### config.mk
export PLATFORM = sky130hd
export DESIGN_NAME = dual_port_ram
export DESIGN_NICKNAME = d
export VERILOG_FILES = /design/src/rtl/dual_port_ram.sv
export SDC_FILE = /design/constraint.sdc
export NUM_CORES = 1
export LEC_CHECK = 0
export ABC_AREA = 0
export CORE_MARGIN = 4
export CORE_UTILIZATION = 34
export DETAILED_ROUTE_END_ITERATION = 16
export DONT_BUFFER_PORTS = 1
export HOLD_SLACK_MARGIN = 0.05
export MAX_ROUTING_LAYER = met4
export PLACE_DENSITY_LB_ADDON = 0.15
export SLEW_MARGIN = 20
export SYNTH_ARGS = -nofsm -noshare
export SYNTH_HDL_FRONTEND = slang
export SYNTH_SLANG_ARGS = --single-unit
### constraint.sdc
create_clock -name clk -period 2.6 [get_ports clk]
set_input_delay 0.52 -clock clk [delete_from_list [all_inputs] [get_ports clk]]
set_output_delay 0.52 -clock clk [all_outputs]
set_load 0.05 [all_outputs]
### src/rtl/dual_port_ram.sv
// True dual-port synchronous RAM, one shared clock, registered read data.
// Port B wins same-address write collisions; cross-port reads see old data.
module dual_port_ram #(
  parameter int DATA_WIDTH = 8,
  parameter int ADDR_WIDTH = 6
) (
  input  logic                  clk,
  input  logic                  rst_n,
  input  logic [DATA_WIDTH-1:0] data_a,
  input  logic [ADDR_WIDTH-1:0] ad_a,
  input  logic                  wre_a,
  output logic [DATA_WIDTH-1:0] q_a,
  input  logic [DATA_WIDTH-1:0] data_b,
  input  logic [ADDR_WIDTH-1:0] ad_b,
  input  logic                  wre_b,
  output logic [DATA_WIDTH-1:0] q_b
);

  localparam int DEPTH = 2 ** ADDR_WIDTH;

  logic [DATA_WIDTH-1:0] mem [DEPTH];

  // Reset clears only the read registers; the array keeps its contents.
  always_ff @(posedge clk or negedge rst_n) begin
    if (!rst_n) begin
      q_a <= '0;
      q_b <= '0;
    end else begin
      q_a <= wre_a ? data_a : mem[ad_a];
      q_b <= wre_b ? data_b : mem[ad_b];
      if (wre_a) mem[ad_a] <= data_a;
      // Later assignment gives port B priority on a shared address.
      if (wre_b) mem[ad_b] <= data_b;
    end
  end

endmodule

==> impl_summary.log <==
[metrics] min Tclk post-route: 2600 ps
[metrics] Worst path max stage delay: 510 ps
[metrics] sequential cell area: 15800 um^2
[metrics] EDFF count, synth: 512
[metrics] area occupied by multi-input gates: 14900 um^2
[metrics] flip-flop and latch count after synthesis: 528
[metrics] warning count from the yosys run: 0
[metrics] maxcap violations: 0
[metrics] filler cell count in the final layout: 8781
[metrics] library cells used by synthesis: 67
[metrics] initial DRC count: 3850
[metrics] GR Util met2: 46.5%
[metrics] wire length after detailed routing: 151 mm
[metrics] drt wl/cell: 40.1 um
[metrics] initial core utilization: 34.5%
[metrics] Clock Latency Late Sink: 640 ps
[metrics] Final Setup Violations: 1
[metrics] family with the most delay on the worst path: compound AO/OA/AOI/OAI gates
[metrics] leading cell types by total area after synthesis: edfxtp_1 48%, mux2_2 20%, mux4_2 6.8%
[metrics] number of DRC violations after detailed routing: 0
[metrics] syn_area_per_cell: 13.4 um^2
[metrics] Post-Syn Nets: 2412
[metrics] final critical-path setup slack: -4.51 ps
[metrics] final hold viol count: 0
[metrics] Worst setup EP type: flip-flop
[metrics] routing usage on met1: 40.5%
[metrics] worst slew margin relative to its limit: 17.7%
[metrics] average via count per standard cell: 6.63
[metrics] area leader, netlist: edfxtp_1
[metrics] fraction of power consumed by sequential logic: 45.6%
[metrics] unrepaired setup endpoints after global routing: false
[metrics] Max Fanout on Critical Path: 2
[metrics] Area Growth Syn to Fin: 16.4%
[metrics] violated checks: setup timing
[metrics] IO Pins: 48
[metrics] CTS buffer count: 66
[metrics] outcome: finished with violations
[metrics] Buf/Inv on CP: 0
[metrics] Root Driver: clkbuf_16
[metrics] number of port buffers: 0
[metrics] Die Height: 314 um
[metrics] part of the cycle the worst path needs: 100%
[metrics] Synth async-reset ratio: 3.03%
[metrics] combinational group share of total power: 10.0%
[metrics] first-pass GRT wire length: 206 mm
[metrics] area of the core region: 92200 um^2
[metrics] slew at the pin closest to its max-slew limit: 1200 ps
[metrics] sw frac: 25.2%
[metrics] Initial DRT Pass Iterations: 7
[metrics] overall die area: 98600 um^2
[metrics] internal power of the cells: 15800 uW
[metrics] Chip Width: 314 um
[metrics] Worst Setup Start Kind: flip-flop
[metrics] fraction of final layout cells sized beyond drive strength 1: 44.7%
[metrics] antenna violation net count after detailed routing: 0
[metrics] maximum clock frequency: 0.384 GHz
[metrics] clock tree skew after final layout: 27.1 ps
[metrics] critical path's slowest cell: edfxtp_1
[metrics] Psw: 5330 uW
[metrics] Power per Cell Area: 570 nW/um^2
[metrics] number of antenna violations at the first check in global routing: 8
[metrics] endpoint arrival time on the critical path: 3120 ps
[metrics] data required time at the worst endpoint: 3110 ps
[metrics] hold slack: 110 ps
[metrics] sequential share of the synthesized area: 49.6%
[metrics] GRT Total Usage: 30.8%
[metrics] critical path type: reg -> reg
[metrics] vias in the first global route: 24300
[metrics] postcts setup bufs: 0
[metrics] CTS HTree Levels: 3
[metrics] combined area of all synthesized cells: 31800 um^2
[metrics] most frequent cell after synthesis: mux2_2
[metrics] most used standard cells in the synthesized netlist: 573 x mux2_2, 512 x edfxtp_1, 177 x clkbuf_1
[metrics] area share of the largest cell type after synthesis: 48.3%
[metrics] class of the tightest hold or removal check: in -> reg
[metrics] Post-Route Setup TNS: -4.51 ps
[metrics] maximum clock insertion buffer count: 3
[metrics] GP Congestion: 0.980
[metrics] maximum number of pins on one net before global-route repair: 143
[metrics] post-DP HPWL: 97.1 mm
[metrics] Cell Rows: 111
[metrics] GRT Max-Usage Layer: met2
[metrics] standby leakage power: 0.0121 uW
[metrics] clock-pin slew of the registers on the worst-case setup and hold paths: 60 ps
[metrics] Final #Nets: 2503
[metrics] synthesized instance count: 2380
[metrics] prevailing post-synth register cell: edfxtp_1
[metrics] Overflow after GRT: 0
[metrics] clk sink count: 528
[metrics] max-slew violation total from the final report: 0
[metrics] list of cells traversed by the critical path: mux2_2 -> a221oi_1 -> nor2_1 -> o21ai_0 -> o2111ai_1 -> o32a_1
[metrics] met3 track demand over resource: 7.94%
[metrics] via total after detailed routing: 25000
[metrics] Max VDD drop: 0.000417 V
[metrics] Clock Power Share: 44.4%
[metrics] TritonCTS clock tree: yes
-- stage by stage --
step / total power, uW / instances / setup WS (ps) / area, um^2 / utilization, %
floorplan: 11300 / 2380 / 19.1 / 31800 / -
global placement: 11800 / 3638 / -422 / 34800 / 37.8
detailed placement: 11800 / 3638 / -406 / 34800 / 37.8
CTS: 21200 / 3766 / 163 / 37000 / 40.2
global route: 21700 / 3772 / 159 / 37100 / 40.2
finish: 21100 / 3773 / -4.51 / 37100 / 40.2
-- layout make-up --
type	count	share of cell area, %
repair buffers	295	7.23
inverters	10	0.101
flip-flops and latches	528	42.6
diodes	6	0.0405
multi-input cells	1570	40.1
clock inverters	42	1.10
clock buffers	79	4.65
well taps	1243	4.20
-- repair_timing --
action,CTS,global route
endpoints found under the hold margin,21,16
hold buffers,7,1
endpoints found under the setup margin,0,2
resized for setup,0,2
-- registers in the layout, indices dropped and copies added, names as in the netlist --
| signal | cells |
|---|---|
| mem | 512 |
| q_a | 8 |
| q_b | 8 |
-- layer usage --
metal,vias to the layer above,part of all wire [%]
met3,380,10
met5,-,0
met2,1679,45
li1,9808,-
met4,0,4.3
met1,13200,40
-- worst reg2reg max path: cells and delay by family (launching register included) --
kind	cells	cell delay [ps]
AND/OR/NAND/NOR	1	70
multiplexers	1	310
AO/OA/AOI/OAI	4	1600
flip-flops	1	510
-- final timing paths --
| kind | from | to | slack (ps) | depth (start not counted) |
|---|---|---|---|---|
| max | mem[31][7] | q_a[7] | -5 | 6 |
| min | data_a[7] | mem[50][7] | 110 | 1 |
| max reg2reg | mem[31][7] | q_a[7] | -5 | 6 |
| min reg2reg | mem[17][2] | q_b[2] | 920 | 5 |
| max in group asynchronous | rst_n | q_b[4] | 1760 | 2 |
| min in group asynchronous | rst_n | q_a[0] | 460 | 2 |
-- power groups by stage --
| stage | clock network [uW] | registers, uW | logic, uW |
|---|---|---|---|
| 3_3_place_gp | 0 | 9800 | 1990 |
| 2_1_floorplan | 0 | 9740 | 1550 |
| 3_5_place_dp | 0 | 9800 | 2000 |
| 5_1_grt | 9880 | 9630 | 2160 |
| 6_report | 9390 | 9630 | 2110 |
| 4_1_cts | 9520 | 9620 | 2040 |
-- cell usage in the layout (no fill, tap or decap), drive strengths merged, types with 6 or more instances in the layout --
| cell | n |
|---|---|
| a31oi | 9 |
| edfxtp | 512 |
| mux4 | 97 |
| o22ai | 103 |
| o32a | 10 |
| o2bb2ai | 10 |
| nand2 | 77 |
| a221o | 18 |
| a211oi | 8 |
| a221oi | 78 |
| o21ai | 54 |
| nor2b | 15 |
| and3 | 7 |
| mux2i | 132 |
| o221ai | 7 |
| nor3 | 17 |
| dlygate4sd3 | 7 |
| a22oi | 60 |
| and2 | 9 |
| a22o | 12 |
| dfrtp | 16 |
| clkinv | 28 |
| clkbuf | 79 |
| a21oi | 51 |
| a32oi | 7 |
| nand3 | 19 |
| diode | 6 |
| nand2b | 6 |
| inv | 13 |
| bufinv | 6 |
| nor2 | 126 |
| buf | 288 |
| mux2 | 573 |
-- cells by family after synthesis --
family | count (synthesis) | share of synthesized area, %
AOI/OAI and AO/OA | 470 | 10.6
and+or+nand+nor | 298 | 4.65
buffers and inverters | 282 | 3.86
muxes | 802 | 31.3
DFF | 528 | 49.6
(Power assumes the default switching activity.)
